`src/rtl/mult_pkg.sv`:
```
// Shared definitions for the approximate multiplier datapath:
// controller states, default widths and parameter helpers.
package mult_pkg;

    typedef enum logic [1:0] {
        IDLE = 2'd0,
        ADD  = 2'd1,
        DONE = 2'd2
    } state_t;

    localparam int DEF_W     = 16;
    localparam int DEF_CHUNK = 4;

    // Number of CHUNK-wide slices needed to cover a W-bit row.
    function automatic int n_chunks(input int w, input int chunk);
        return w / chunk;
    endfunction

    // True when a row of width w splits into whole chunks of width chunk.
    function automatic bit chunk_fit_ok(input int w, input int chunk);
        return (chunk >= 1) && (chunk <= w) && ((w % chunk) == 0);
    endfunction

endpackage

```
`src/rtl/cs_chunk_add.sv`:
```
// CHUNK-bit ripple-carry adder used by the sequential carry-propagate stage,
// assembled from single-bit full-adder cells.

// Single-bit full adder cell.
module cs_full_add (
    input  logic i_a,
    input  logic i_b,
    input  logic i_ci,
    output logic o_s,
    output logic o_co
);

    assign o_s  = i_a ^ i_b ^ i_ci;
    assign o_co = (i_a & i_b) | (i_ci & (i_a ^ i_b));

endmodule

module cs_chunk_add import mult_pkg::*; #(
    parameter int CHUNK = DEF_CHUNK
) (
    input  logic [CHUNK-1:0] i_a,
    input  logic [CHUNK-1:0] i_b,
    input  logic             i_cin,
    output logic [CHUNK-1:0] o_s,
    output logic             o_cout
);

    logic [CHUNK:0] w_carry;

    assign w_carry[0] = i_cin;

    for (genvar b = 0; b < CHUNK; b++) begin : g_bit
        cs_full_add u_fa (
            .i_a  (i_a[b]),
            .i_b  (i_b[b]),
            .i_ci (w_carry[b]),
            .o_s  (o_s[b]),
            .o_co (w_carry[b+1])
        );
    end

    assign o_cout = w_carry[CHUNK];

endmodule

```
`src/rtl/cs_resolve_seq.sv`:
```
// Final carry-propagate stage: folds the redundant sum/carry rows from the
// compressor tree into one exact binary product, CHUNK bits per clock.
module cs_resolve_seq import mult_pkg::*; #(
    parameter int W     = DEF_W,
    parameter int CHUNK = DEF_CHUNK
) (
    input  logic         clk,
    input  logic         rst,
    input  logic         in_valid,
    output logic         in_ready,
    input  logic [W-1:0] in_sum,
    input  logic [W-1:0] in_carry,
    output logic         out_valid,
    input  logic         out_ready,
    output logic [W:0]   out_result,
    output logic         busy
);

    localparam int N  = n_chunks(W, CHUNK);
    localparam int IW = (N > 1) ? $clog2(N) : 1;
    localparam logic [IW-1:0] LAST_IDX = IW'(N - 1);

    if (!chunk_fit_ok(W, CHUNK)) begin : g_paramCheck
        $error("cs_resolve_seq: W must be a positive multiple of CHUNK");
    end

    state_t          r_state;
    logic [W-1:0]    r_opSum;
    logic [W-1:0]    r_opCarry;
    logic [IW-1:0]   r_idx;
    logic            r_runCarry;
    logic [W:0]      r_result;
    logic            r_outValid;

    logic [CHUNK-1:0] w_chunkA;
    logic [CHUNK-1:0] w_chunkB;
    logic [CHUNK-1:0] w_chunkS;
    logic             w_chunkCout;

    // Steer the slice selected by the chunk index onto the single adder.
    always_comb begin
        w_chunkA = '0;
        w_chunkB = '0;
        for (int k = 0; k < N; k++) begin
            if (r_idx == IW'(k)) begin
                w_chunkA = r_opSum[k*CHUNK +: CHUNK];
                w_chunkB = r_opCarry[k*CHUNK +: CHUNK];
            end
        end
    end

    cs_chunk_add #(.CHUNK(CHUNK)) u_chunkAdd (
        .i_a    (w_chunkA),
        .i_b    (w_chunkB),
        .i_cin  (r_runCarry),
        .o_s    (w_chunkS),
        .o_cout (w_chunkCout)
    );

    // Controller and datapath: accept in IDLE, ripple one chunk per cycle in ADD, hold in DONE.
    always_ff @(posedge clk) begin
        if (rst) begin
            r_state    <= IDLE;
            r_opSum    <= '0;
            r_opCarry  <= '0;
            r_idx      <= '0;
            r_runCarry <= 1'b0;
            r_result   <= '0;
            r_outValid <= 1'b0;
        end else begin
            case (r_state)
                IDLE: begin
                    if (in_valid) begin
                        r_opSum    <= in_sum;
                        r_opCarry  <= in_carry;
                        r_idx      <= '0;
                        r_runCarry <= 1'b0;
                        r_state    <= ADD;
                    end
                end
                ADD: begin
                    for (int k = 0; k < N; k++) begin
                        if (r_idx == IW'(k)) begin
                            r_result[k*CHUNK +: CHUNK] <= w_chunkS;
                        end
                    end
                    r_runCarry <= w_chunkCout;
                    if (r_idx == LAST_IDX) begin
                        r_result[W] <= w_chunkCout;
                        r_outValid  <= 1'b1;
                        r_state     <= DONE;
                    end else begin
                        r_idx <= r_idx + 1'b1;
                    end
                end
                DONE: begin
                    if (out_ready) begin
                        r_outValid <= 1'b0;
                        r_state    <= IDLE;
                    end
                end
                default: begin
                    r_outValid <= 1'b0;
                    r_state    <= IDLE;
                end
            endcase
        end
    end

    assign in_ready   = (r_state == IDLE) && !rst;
    assign busy       = (r_state != IDLE);
    assign out_valid  = r_outValid;
    assign out_result = r_result;

endmodule

```
`config.mk`:
```
export PLATFORM = sky130hd
export DESIGN_NAME = cs_resolve_seq
export DESIGN_NICKNAME = d
export VERILOG_FILES = /design/src/rtl/mult_pkg.sv /design/src/rtl/cs_chunk_add.sv /design/src/rtl/cs_resolve_seq.sv
export SDC_FILE = /design/constraint.sdc
export NUM_CORES = 1
export LEC_CHECK = 0
export ABC_AREA = 1
export BUFFER_PORTS_ARGS = -buffer_cell sky130_fd_sc_hd__buf_2
export CAP_MARGIN = 20
export CORE_MARGIN = 5
export CORE_UTILIZATION = 40
export CTS_BUF_LIST = sky130_fd_sc_hd__clkbuf_2 sky130_fd_sc_hd__clkbuf_4 sky130_fd_sc_hd__clkbuf_8
export DETAILED_ROUTE_END_ITERATION = 12
export HOLD_SLACK_MARGIN = 0.02
export SYNTH_ARGS = -nofsm -noshare
export SYNTH_HDL_FRONTEND = slang
export SYNTH_SLANG_ARGS = --single-unit
```
`constraint.sdc`:
```
create_clock -name clk -period 3 [get_ports clk]
set_input_delay 0.15 -clock clk [delete_from_list [all_inputs] [get_ports clk]]
set_output_delay 0.15 -clock clk [all_outputs]
set_load 0.005 [all_outputs]
```
==> Word level (Yosys, flattened, before mapping) <==
Cells that the tools add are included.
{ "word_totals": {"mem_count": 0, "latch_bits": 0, "ram_bits": 0, "reg_bits": 55, "rom_bits": 0} }
{ "op_classes": {"n_reduce_logical": 15, "n_lt_le_gt_ge": 0, "n_bitwise": 21, "addsub": 1, "n_mul": 0, "mux": 20, "n_div": 0, "shift": 0, "eq_ne": 9} }
{ "ops": {"columns": ["op", "count"], "rows": [
  ["4-bit two-way mux", 8],
  ["2-bit AND reduction", 6],
  ["2-bit two-way mux", 5],
  ["3-bit AND reduction", 3],
  ["1-bit AND", 8],
  ["2-bit != test, second input constant", 4],
  ["1-bit bitwise XOR", 8],
  ["2-bit equality test, second input constant", 3],
  ["2-bit case mux with 3 select lines", 1],
  ["2-bit by 1-bit equality test with 1-bit output, second input constant", 2],
  ["2-bit logical NOT", 2],
  ["1-bit OR", 4],
  ["2-bit case mux with 2 select lines", 1],
  ["2-bit nonzero test", 2],
  ["1-bit two-way mux", 3],
  ["1-bit case mux with 3 select lines", 1],
  ["2-bit by 1-bit adder with 2-bit output, second input constant", 1],
  ["1-bit case mux with 2 select lines", 1],
  ["1-bit logical AND", 1],
  ["1-bit logical NOT", 1],
  ["1-bit NOT", 1]
]} }

==> Logic depth before layout (Yosys ltp) <==
Gate-level depths: netlist of run 1.
{ "depth": {"depth_word": 15, "depth_mapped": 14, "ltp_nobuf": 14} }

==> Hierarchy <==
From an unflattened synthesis of run 1, not the netlist that was laid out.
{ "unflattened": {"hier_cells": 332, "area_unflattened_um2": 2446.1} }
{ "by_module_without_submodules": {"columns": ["mod", "cells_per_inst", "area_each_um2", "seq_area_each_um2", "instances"], "rows": [
  ["cs_resolve_seq", 328, 2366.0, 1101.1, 1],
  ["cs_full_add", 1, 20.0, 0.0, 4]
]} }

==> Worst setup path after synthesis of run 1 <==
No wires, ideal clock.
{ "synth_path": {"path_type": "reg2reg", "start": "reg r_idx[0]", "end": "reg r_result[11] (netlist: out_result[11])", "n_path_buf": 1, "path_stages_with_launch": 15, "synth_period_minus_slack_ns": 2.966, "arrival_ns": 2.850, "path_slack_ns": 0.034, "setup_ns": 0.116, "cell_sequence": "dfxtp_1 -> inv_1 -> ha_1 -> buf_2 -> inv_2 -> nor2_1 -> nor2_1 -> nand2_1 -> nand2_1 -> fa_1 -> fa_1 -> fa_1 -> fa_1 -> nor2_1 -> nor2_1"} }
{ "synth_via": {"elab_chain_cells": 13, "word_cells_on_any_way": 27} }
{ "synth_rtl": {"columns": ["item", "line_no", "text"], "rows": [
  ["start, declared", "cs_resolve_seq.sv:30", "logic [IW-1:0] r_idx;"],
  ["start signal, assigned", "cs_resolve_seq.sv:93", "r_idx <= r_idx + 1'b1;"],
  ["2-bit logical NOT", "cs_resolve_seq.sv:45", "if (r_idx == IW'(k)) begin"],
  ["4-bit two-way mux (4 in series)", "cs_resolve_seq.sv:45", null],
  ["1-bit bitwise XOR", "cs_chunk_add.sv:14", "assign o_co = (i_a & i_b) | (i_ci & (i_a ^ i_b));"],
  ["1-bit AND", "cs_chunk_add.sv:14", null],
  ["1-bit OR", "cs_chunk_add.sv:14", null],
  ["1-bit AND", "cs_chunk_add.sv:14", null],
  ["1-bit OR", "cs_chunk_add.sv:14", null],
  ["1-bit AND", "cs_chunk_add.sv:14", null],
  ["1-bit OR", "cs_chunk_add.sv:14", null],
  ["1-bit bitwise XOR *", "cs_chunk_add.sv:13", "assign o_s = i_a ^ i_b ^ i_ci;"],
  ["via u_chunkAdd.g_bit[3].u_fa.o_s", "cs_chunk_add.sv:9", "output logic o_s,"],
  ["end signal, assigned by index", "cs_resolve_seq.sv:84", "r_result[k*CHUNK +: CHUNK] <= w_chunkS;"],
  ["end signal, assigned by index", "cs_resolve_seq.sv:89", "r_result[W] <= w_chunkCout;"],
  ["end, declared", "cs_resolve_seq.sv:32", "logic [W:0] r_result;"]
]} }
The timed path passes the listed nets; every way through them passes the cells marked *.
A chain may end at the register's enable or synchronous reset.

==> Final worst setup path of run 1 <==
{ "layout_path": {"start": "reg r_idx[0]", "end": "reg r_result[15] (netlist: out_result[15])"} }
The elaborated chain is that of the path after synthesis.

==> impl_metrics.toml, run 1 <==
[cts]
h-tree-depth = 2
clock-sinks = 55
tritoncts = "done"
clk_lat_worst_skew_ns = 0.31
clk_pin_slew_ns = 0.10
cts.root.buffer_cell = "sky130_fd_sc_hd__clkbuf_8"
maximum_count_of_clock_buffers_along_a_single_path = 2
tritoncts.num_buffers = 5

[timing]
rsz_0062_raised_after_global_routing = "no"
skew_ns = 0.0114
finalCriticalPeriod_ns = 2.84
timing.slew.headroom_pct = 51.3
final.hold.worst_slack_ns = 0.0858
setup_violations = 0
slew_viol_final = 0
timing.fmax_ghz = 0.352
layout_worst_path_cycle_share_pct = 94.8
worst-slew-pin-transition_ns = 0.730
final-hold-violation-count = 0
timing.setup.tns_ns = 0

[floorplan]
dieHeight_um = 88.8
std_cell_rows = 28
die_area_um2 = 7880
floorplan.initialDensity_pct = 41.4
ioPinCount = 56
floorplan_die_width_um = 88.8
design.core.area_um2 = 5990

[run_status]
outcome = "finished clean"

[worst_setup_path]
arrival_time_of_the_worst_setup_path_ns = 3.10
timing.rr.start = "r_idx[0]"
sort_of_element_at_the_start_of_the_critical_path = "flip-flop"
worstPathCellList = "ha_1, buf_4, nand2_1, nand2_1, fa_2, fa_2, fa_2, fa_2, nor2_1, nor2_1"
cp_data_required_time_ns = 3.26
worst_path_largest_cell_delay_ns = 0.59
end_kind = "flip-flop"
r2r_cells = 10
critical_path.max_fanout = 8
worst_path_max_delay_cell = "sky130_fd_sc_hd__fa_2"
crit_path_frequent_cell = "sky130_fd_sc_hd__fa_2"
worstSetupPathType = "reg2reg"
cp-startpoint = "r_idx[0]"

[min_path]
holdCritPathClass = "in2reg"
worst_hold_path.num_cells = 3
launch_instance_of_the_worst_min_delay_path = "in_carry[3]"

[layout]
fillCellCount = 620
finalNetCount = 444
layout_common_cells = "111 x sky130_fd_sc_hd__nor2_1, 55 x sky130_fd_sc_hd__buf_2, 53 x sky130_fd_sc_hd__dfxtp_1"
layout.cells.most_common = "sky130_fd_sc_hd__nor2_1"
final_core_utilization_pct = 50.6
post_route_cells_drive_above_1_share_pct = 26.9
area_growth_syn_to_layout_pct = 22.2
num_antenna_cells = 0
final-instance-count-excl-fill = 476

[routing]
dr.pass1.iters = 4
routed-wl-met3_um = 328
route.top_layer_used = "met4"
routed_wirelength_mm = 5.78
routed_wire_length_per_instance_um = 12.2
drc = 0
wirelength_met1_mm = 2.84
detail_route.vias_per_cell = 4.62
vias = 2198
dr.first_iter.drc_count = 105
ant_nets = 0
met2_length_mm = 2.54

[synthesis]
synthMuxAreaShare_pct = 0
yosys_warnings = 0
synthesis.instances = 335
complex_gate_fraction_of_the_synthesized_area_pct = 13.6
synth_top_family_by_area = "simple AND/OR/NAND/NOR gates"
synth_simple_gate_area_share_pct = 29.0
post_synth_instance_area_um2 = 2480
synth_seq_cells = 55
synthesis.nets = 379
synth_area_per_cell_um2 = 7.41
synthDistinctLibCells = 21
synth_xor_xnor_area_share_pct = 0
yosysSeqAreaShare_pct = 44.4
post_synth_adder_cell_area_pct = 5.24

[power]
report.power.total_uw = 1670
internal_power_uw = 1200
peakVddDrop_mv = 0.257
power_frac_clock_pct = 30.3
net-switching-power_uw = 471
leakage_uw = 0.00145
pwr_density_cell_nw_per_um2 = 552
pwr-share-seq_pct = 48.7
combinationalPowerShare_pct = 21.0
power.switching_fraction_pct = 28.1

[place]
place.detailed.hpwl_mm = 4.30
placed_cell_count = 466
portBuffers = 55
place_congestion = 0.861

[flow_run]
max_cap_violations = 0

[global_route]
wire_length_of_the_first_global_routing_pass_mm = 9.45
grt_max_degree = 36
track_usage_pct = 15.4
first_global_vias = 2038
globalRouteOverflowTotal = 0
number_of_antenna_violations_at_the_first_check_in_global_routing = 0
-- stage by stage --
step | cell area, µm² | setup WS, ns
after CTS | 3010 | 0.00952
after detailed placement | 2860 | -0.0415
after global routing | 3030 | 0.0319
after floorplan | 2480 | 0.0337
final | 3030 | 0.157
after global placement | 2860 | 0.0171
-- synthesized netlist by cell type --
cell type	number	share of area, %
sky130_fd_sc_hd__o21a_1	1	0.30
sky130_fd_sc_hd__o21ai_0	51	10
sky130_fd_sc_hd__nand2_4	2	0.91
sky130_fd_sc_hd__nand3_1	7	1.4
sky130_fd_sc_hd__buf_1	1	0.15
sky130_fd_sc_hd__nor2_1	111	17
sky130_fd_sc_hd__buf_6	5	2.3
sky130_fd_sc_hd__clkbuf_1	5	0.76
sky130_fd_sc_hd__dfxtp_1	55	44
sky130_fd_sc_hd__nand2_1	36	5.4
sky130_fd_sc_hd__nor2_2	8	2.0
sky130_fd_sc_hd__nor3_1	1	0.20
sky130_fd_sc_hd__a21oi_1	15	3.0
sky130_fd_sc_hd__fa_1	4	3.2
sky130_fd_sc_hd__ha_1	4	2.0
sky130_fd_sc_hd__nor2_4	5	2.3
sky130_fd_sc_hd__buf_12	1	0.81
sky130_fd_sc_hd__inv_6	1	0.35
sky130_fd_sc_hd__inv_2	3	0.45
sky130_fd_sc_hd__buf_2	2	0.40
sky130_fd_sc_hd__inv_1	17	2.6
-- layer usage --
metal	global-route usage (%)	up-vias
met5	0	-
met4	5.36	0
met3	3.72	7
met2	23.5	48
met1	21.3	959
li1	-	1184
-- power by group through the flow --
stage / logic [µW] / registers, µW / clock network [µW]
after floorplan: 227 / 824 / 0
after global placement: 334 / 831 / 0
after global routing: 400 / 822 / 547
after CTS: 350 / 815 / 528
after detailed placement: 338 / 831 / 0
final: 352 / 815 / 507
-- layout make-up --
cell class	count	area [µm²]	area share (%)
timing repair buffer	72	405	13.4
sequential	55	1110	36.5
tap	75	93.8	3.09
clock inverter	2	35.0	1.16
inverter	21	83.8	2.76
multi-input combinational	245	1230	40.4
clock buffer	6	82.6	2.72
-- path summary, 6_finish.rpt --
check	slack (ns)	endpoint
max	0.16	out_result[15]
min	0.09	r_opCarry[3]
max reg2reg	0.16	out_result[15]
min reg2reg	0.49	r_opCarry[7]
-- timing repair --
action                                  CTS  global route
hold endpoints to repair                  1             0
resized for setup                         8             5
hold buffers                              1             0
endpoints found under the setup margin    5             5
pin swaps                                 1             1
setup buffers                             0             1
-- sequential cells by signal, indices dropped and copies added, names as in the netlist --
| name | count |
|---|---|
| out_result | 17 |
| out_valid | 1 |
| r_idx | 2 |
| r_opCarry | 16 |
| r_opSum | 16 |
| r_runCarry | 1 |
| r_state | 2 |
-- worst max-delay path, delay by kind of cell, from the launching register on --
kind	cells	cell delay, ns
adders and majority gates	5	1.96
and+or+nand+nor	4	0.29
buffers and inverters	1	0.18
DFF	1	0.37
-- kinds of logic (layout without fill, tap and decap cells) --
logic type                 count (synthesis)  in the layout
buffers and inverters                     35            101
AOI/OAI and AO/OA                         67             67
adders and majority gates                  8              8
DFF                                       55             55
and+or+nand+nor                          170            170
Power figures use the tool's default switching activity.
==> inputs of run 2 (changes only) <==
--- a/config.mk
+++ b/config.mk
@@ -5,7 +5,7 @@
 export SDC_FILE = /design/constraint.sdc
 export NUM_CORES = 1
 export LEC_CHECK = 0
-export ABC_AREA = 1
+export ABC_AREA = 0
 export BUFFER_PORTS_ARGS = -buffer_cell sky130_fd_sc_hd__buf_2
 export CAP_MARGIN = 20
 export CORE_MARGIN = 5
==> constraint.sdc (replaced) <==
create_clock -name clk -period 3.3 [get_ports clk]
set_input_delay 0.165 -clock clk [delete_from_list [all_inputs] [get_ports clk]]
set_output_delay 0.165 -clock clk [all_outputs]
set_load 0.005 [all_outputs]
==> impl_metrics.toml, run 2 <==
[run_status]
outcome = "finished clean"

[timing]
timing.fmax_ghz = 0.318
post-route-worst-setup-slack_ns = 0.152
slew_viol_final = 0
final-hold-violation-count = 0
layout_worst_path_cycle_share_pct = 95.4
setup_violations = 0
finalCriticalPeriod_ns = 3.15
timing.slew.headroom_pct = 30.5
skew_ns = 0.00255
worst-slew-pin-transition_ns = 1.04

[synthesis]
synth.largest_area_cell = "sky130_fd_sc_hd__dfxtp_1"
synth-edff-count = 0
yosysSeqAreaShare_pct = 46.2
synth_seq_cells = 55
synthDistinctLibCells = 26
yosys_warnings = 0
synthMuxAreaShare_pct = 7.14
ys_async_sr_fraction_pct = 0
synthesis.nets = 333
synth_top_area_share_pct = 46.2
synthTopCellsByCount = "74 x sky130_fd_sc_hd__nand2_1, 55 x sky130_fd_sc_hd__dfxtp_1, 50 x sky130_fd_sc_hd__a21oi_1, 20 x sky130_fd_sc_hd__nor2_1, 17 x sky130_fd_sc_hd__mux2i_1"
complex_gate_fraction_of_the_synthesized_area_pct = 17.0
synth_top_family_by_area = "simple AND/OR/NAND/NOR gates"
synth_area_per_cell_um2 = 8.25
post_synth_adder_cell_area_pct = 5.46
yosys.cell_count.top_type = "sky130_fd_sc_hd__nand2_1"
post_synth_instance_area_um2 = 2380
synth_xor_xnor_area_share_pct = 0
synth_area_leaders = "sky130_fd_sc_hd__dfxtp_1 46%, sky130_fd_sc_hd__nand2_1 12%, sky130_fd_sc_hd__a21oi_1 10%"
synthesis.instances = 289
synth_simple_gate_area_share_pct = 18.2
synth_ff_type = "sky130_fd_sc_hd__dfxtp_1"

[layout]
area_growth_syn_to_layout_pct = 18.6
fillCellCount = 589
finalNetCount = 381
layout_common_cells = "74 x sky130_fd_sc_hd__nand2_1, 55 x sky130_fd_sc_hd__buf_2, 53 x sky130_fd_sc_hd__dfxtp_1"
final-instance-count-excl-fill = 413
post_route_cells_drive_above_1_share_pct = 23.4
largest_register_ffs = 17
final_core_utilization_pct = 48.3
num_antenna_cells = 0
layout.cells.most_common = "sky130_fd_sc_hd__nand2_1"

[floorplan]
die_area_um2 = 7600
dieHeight_um = 87.2
std_cell_rows = 28
floorplan_die_width_um = 87.2
floorplan.initialDensity_pct = 40.7
design.core.area_um2 = 5850
ioPinCount = 56

[cts]
tritoncts.num_buffers = 5
clk_pin_slew_ns = 0.09
cts_setup_buffers = 0
h-tree-depth = 2
maximum_count_of_clock_buffers_along_a_single_path = 2
clk_lat_worst_skew_ns = 0.30
cts.root.buffer_cell = "sky130_fd_sc_hd__clkbuf_8"
clock-sinks = 55
tritoncts = "done"

[flow_run]
max_cap_violations = 0

[routing]
ant_nets = 0
vias = 2010
drc = 0
routed_wirelength_mm = 5.46
detail_route.vias_per_cell = 4.87
dr.first_iter.drc_count = 85
dr.pass1.iters = 4
routed_wire_length_per_instance_um = 13.2

[place]
placed_cell_count = 405
place_congestion = 0.822
portBuffers = 55
placement.setup.worst_slack_ns = 0.0836
place.detailed.hpwl_mm = 3.94

[global_route]
wire_length_of_the_first_global_routing_pass_mm = 8.89
grt_max_degree = 59
first_global_vias = 1841
track_usage_pct = 14.7
globalRouteOverflowTotal = 0
number_of_antenna_violations_at_the_first_check_in_global_routing = 0

[min_path]
holdCritPathClass = "in2reg"

[power]
leakage_uw = 0.00129
power_frac_clock_pct = 30.3
report.power.total_uw = 1300
pwr_density_cell_nw_per_um2 = 460
pwr-share-seq_pct = 55.0
power.switching_fraction_pct = 26.2
peakVddDrop_mv = 0.229
combinationalPowerShare_pct = 14.7
internal_power_uw = 959
net-switching-power_uw = 341

[worst_setup_path]
arrival_time_of_the_worst_setup_path_ns = 3.39
cp_data_required_time_ns = 3.54
sort_of_element_at_the_start_of_the_critical_path = "flip-flop"
critical_path.max_fanout = 7
worstSetupPathType = "reg2reg"
end_kind = "flip-flop"
[run 2: cell count changes after synthesis, sizes merged, moves of 5 or more]
cell,delta
nor2,-104
o21ai,-42
nand2,+36
a21oi,+35
mux2i,+17
inv,-10
a22o,+8
nand3,-7
clkbuf,+5
[run 2: kinds of logic (layout without fill, tap and decap cells)]
group | count (synthesis) | after routing
and+or+nand+nor | 104 | 104
AOI/OAI and AO/OA | 72 | 72
DFF | 55 | 55
buffers and inverters | 33 | 82
muxes | 17 | 17
adders and majority gates | 8 | 8
[run 2: path summary, 6_finish.rpt]
check,start,endpoint,slack (ns),depth (start not counted)
worst min-delay path,in_carry[6],r_opCarry[6],0.09,3
worst max-delay path,r_idx[0],out_result[15],0.15,11
worst min register to register,r_opCarry[10],r_opCarry[10],0.46,2
worst max register to register,r_idx[0],out_result[15],0.15,11
[run 2: what timing repair did]
| action | in CTS | in global routing |
|---|---|---|
| setup endpoints to repair | 0 | 6 |
| resized for setup | 0 | 5 |
| endpoints found under the hold margin | 0 | 0 |
| hold buffers | 0 | 0 |
[run 2: metrics by stage]
| step | hold WS (ns) | area (µm²) | setup TNS, ns |
|---|---|---|---|
| 5_1_grt | 0.0720 | 2830 | -0.00468 |
| 3_5_place_dp | 0.412 | 2720 | 0 |
| 2_1_floorplan | 0.301 | 2380 | 0 |
| 6_report | 0.0869 | 2830 | 0 |
| 4_1_cts | 0.0800 | 2820 | 0 |
| 3_3_place_gp | 0.407 | 2720 | 0 |
[run 2: layer usage]
metal,wire [µm],vias up,GRT usage (%)
met5,0,-,0
met4,63,0,4.46
met3,273,7,3.31
met2,2400,48,22.2
met1,2720,904,21.0
li1,-,1051,-
[run 2: critical path, cell delays in order, from the launching register on]
cell                      delay [ns]
sky130_fd_sc_hd__dfxtp_2        0.35
sky130_fd_sc_hd__inv_1          0.11
sky130_fd_sc_hd__ha_2           0.25
sky130_fd_sc_hd__buf_4          0.16
sky130_fd_sc_hd__a21oi_1        0.07
sky130_fd_sc_hd__a22o_1         0.22
sky130_fd_sc_hd__fa_1           0.38
sky130_fd_sc_hd__fa_1           0.39
sky130_fd_sc_hd__fa_1           0.41
sky130_fd_sc_hd__fa_2           0.58
sky130_fd_sc_hd__mux2i_1        0.08
sky130_fd_sc_hd__nor2_1         0.09
[run 2: layout make-up]
| class | instances | area (µm²) | share of cell area (%) |
|---|---|---|---|
| tap | 75 | 93.8 | 3.32 |
| multi-input combinational | 201 | 1150 | 40.8 |
| timing repair buffer | 63 | 335 | 11.9 |
| inverter | 11 | 41.3 | 1.46 |
| clock buffer | 7 | 90.1 | 3.19 |
| clock inverter | 1 | 8.76 | 0.310 |
| sequential | 55 | 1100 | 39.0 |
[run 2: power groups by stage]
stage	sequential, µW	clock (µW)	combinational, µW
after floorplan	722	0	128
after global placement	730	0	189
after detailed placement	730	0	191
after CTS	715	411	191
after global routing	719	442	215
final	715	394	191
==> inputs of run 3 (changes only) <==
--- a/config.mk
+++ b/config.mk
@@ -11,8 +11,10 @@
 export CORE_MARGIN = 5
 export CORE_UTILIZATION = 40
 export CTS_BUF_LIST = sky130_fd_sc_hd__clkbuf_2 sky130_fd_sc_hd__clkbuf_4 sky130_fd_sc_hd__clkbuf_8
+export CTS_CLUSTER_SIZE = 40
 export DETAILED_ROUTE_END_ITERATION = 12
 export HOLD_SLACK_MARGIN = 0.02
+export PLACE_DENSITY = 0.67
 export SYNTH_ARGS = -nofsm -noshare
 export SYNTH_HDL_FRONTEND = slang
 export SYNTH_SLANG_ARGS = --single-unit
==> impl_metrics.toml, run 3 (synthesis results as in run 2) <==
[run_status]
outcome = "finished clean"

[routing]
dr.first_iter.drc_count = 84
dr.pass1.iters = 4
routed_wirelength_mm = 5.38
ant_nets = 0
detail_route.vias_per_cell = 4.86
drc = 0
vias = 2002
routed_wire_length_per_instance_um = 13.1

[timing]
final-hold-violation-count = 0
skew_ns = 0.0115
timing.fmax_ghz = 0.325
slew_viol_final = 0
timing.slew.headroom_pct = 34.0
layout_worst_path_cycle_share_pct = 93.1
worst-slew-pin-transition_ns = 0.990
finalCriticalPeriod_ns = 3.07
final.hold.worst_slack_ns = 0.0849
rsz_0062_raised_after_global_routing = "no"
setup_violations = 0
timing.setup.tns_ns = 0

[worst_setup_path]
end_kind = "flip-flop"
worstSetupPathType = "reg2reg"
sort_of_element_at_the_start_of_the_critical_path = "flip-flop"
critical_path.max_fanout = 7
cp_data_required_time_ns = 3.55
arrival_time_of_the_worst_setup_path_ns = 3.32
worst_reg2reg_setup_slack_ns = 0.23

[floorplan]
std_cell_rows = 28
dieHeight_um = 87.2
floorplan_die_width_um = 87.2
floorplan.initialDensity_pct = 40.7
design.core.area_um2 = 5850
die_area_um2 = 7600
ioPinCount = 56

[power]
report.power.total_uw = 1360
peakVddDrop_mv = 0.210
pwr_density_cell_nw_per_um2 = 478
leakage_uw = 0.00129

[cts]
clk_lat_worst_skew_ns = 0.31
post_cts_sizing_count = 0
clock-sinks = 55
clk_pin_slew_ns = 0.10
maximum_count_of_clock_buffers_along_a_single_path = 2
tritoncts.num_buffers = 5
cts.root.buffer_cell = "sky130_fd_sc_hd__clkbuf_8"
h-tree-depth = 2
cts_setup_buffers = 0
tritoncts = "done"
holdBufCountCts = 0

[global_route]
wire_length_of_the_first_global_routing_pass_mm = 9.12
grt_max_degree = 59
track_usage_pct = 15.0
number_of_antenna_violations_at_the_first_check_in_global_routing = 0
globalRouteOverflowTotal = 0
first_global_vias = 2009

[flow_run]
max_cap_violations = 0

[place]
place.detailed.hpwl_mm = 3.91
place_congestion = 0.856
portBuffers = 55
post_dp_cell_area_um2 = 2710

[layout]
fin_area_um2 = 2840
num_antenna_cells = 0
largest_register_ffs = 17
finalNetCount = 380
area_growth_syn_to_layout_pct = 19.2
layout_common_cells = "74 x sky130_fd_sc_hd__nand2_1, 55 x sky130_fd_sc_hd__buf_2, 53 x sky130_fd_sc_hd__dfxtp_1"
layout.cells.most_common = "sky130_fd_sc_hd__nand2_1"
post_route_cells_drive_above_1_share_pct = 23.7

[min_path]
holdCritPathClass = "in2reg"
[run 3: changes by cell type in the layout (fill, tap and decap cells not counted)]
| cell | delta |
|---|---|
| sky130_fd_sc_hd__inv_6 | +1 |
| sky130_fd_sc_hd__buf_4 | -1 |
| sky130_fd_sc_hd__fa_1 | -1 |
| sky130_fd_sc_hd__ha_2 | +1 |
| sky130_fd_sc_hd__fa_2 | +1 |
| sky130_fd_sc_hd__clkbuf_4 | -1 |
| sky130_fd_sc_hd__bufinv_16 | +1 |
| sky130_fd_sc_hd__clkbuf_8 | -1 |
| sky130_fd_sc_hd__ha_1 | -1 |
[run 3: worst paths after layout]
path / start / end / cells past startpoint
max: r_idx[0] / out_result[3] / 11
min: in_carry[10] / r_opCarry[10] / 3
max reg2reg: r_idx[0] / out_result[3] / 11
min reg2reg: r_opSum[9] / r_opSum[9] / 2
[run 3: per-stage QoR]
| stage | instances | setup slack [ns] | utilization [%] |
|---|---|---|---|
| after global routing | 412 | 0.0331 | 48.6 |
| after CTS | 412 | 0.0373 | 48.3 |
| after floorplan | 289 | 0.0625 | - |
| after global placement | 404 | 0.163 | 46.3 |
| final | 412 | 0.227 | 48.6 |
| after detailed placement | 404 | 0.0697 | 46.3 |
[run 3: layout make-up]
| class | instances | area, µm² |
|---|---|---|
| Clock buffer | 5 | 68.8 |
| Clock inverter | 3 | 47.5 |
| Tap cell | 75 | 93.8 |
| Inverter | 11 | 41.3 |
| Fill cell | 586 | 3010 |
| Sequential cell | 55 | 1100 |
| Timing Repair Buffer | 62 | 328 |
| Multi-Input combinational cell | 201 | 1160 |
[run 3: critical path, cell delays in order, from the launching register on]
cell                      delay (ns)
sky130_fd_sc_hd__dfxtp_2        0.35
sky130_fd_sc_hd__inv_1          0.10
sky130_fd_sc_hd__ha_2           0.24
sky130_fd_sc_hd__buf_4          0.16
sky130_fd_sc_hd__a21oi_1        0.07
sky130_fd_sc_hd__a22o_1         0.23
sky130_fd_sc_hd__fa_1           0.39
sky130_fd_sc_hd__fa_1           0.39
sky130_fd_sc_hd__fa_2           0.36
sky130_fd_sc_hd__fa_2           0.57
sky130_fd_sc_hd__mux2i_1        0.07
sky130_fd_sc_hd__nor2_1         0.09
[run 3: per-layer routing]
metal	up-vias	global-route usage, %	part of all wire, %
li1	1050	-	-
met1	911	19.3	46
met2	39	25.7	48
met3	2	3.22	4.8
met4	0	3.77	0.67
met5	-	0	0
[run 3: where the power goes]
group          switching, µW  internal [µW]
combinational            106           84.1
sequential              20.3            695
clock                    224            230
total                    350           1010
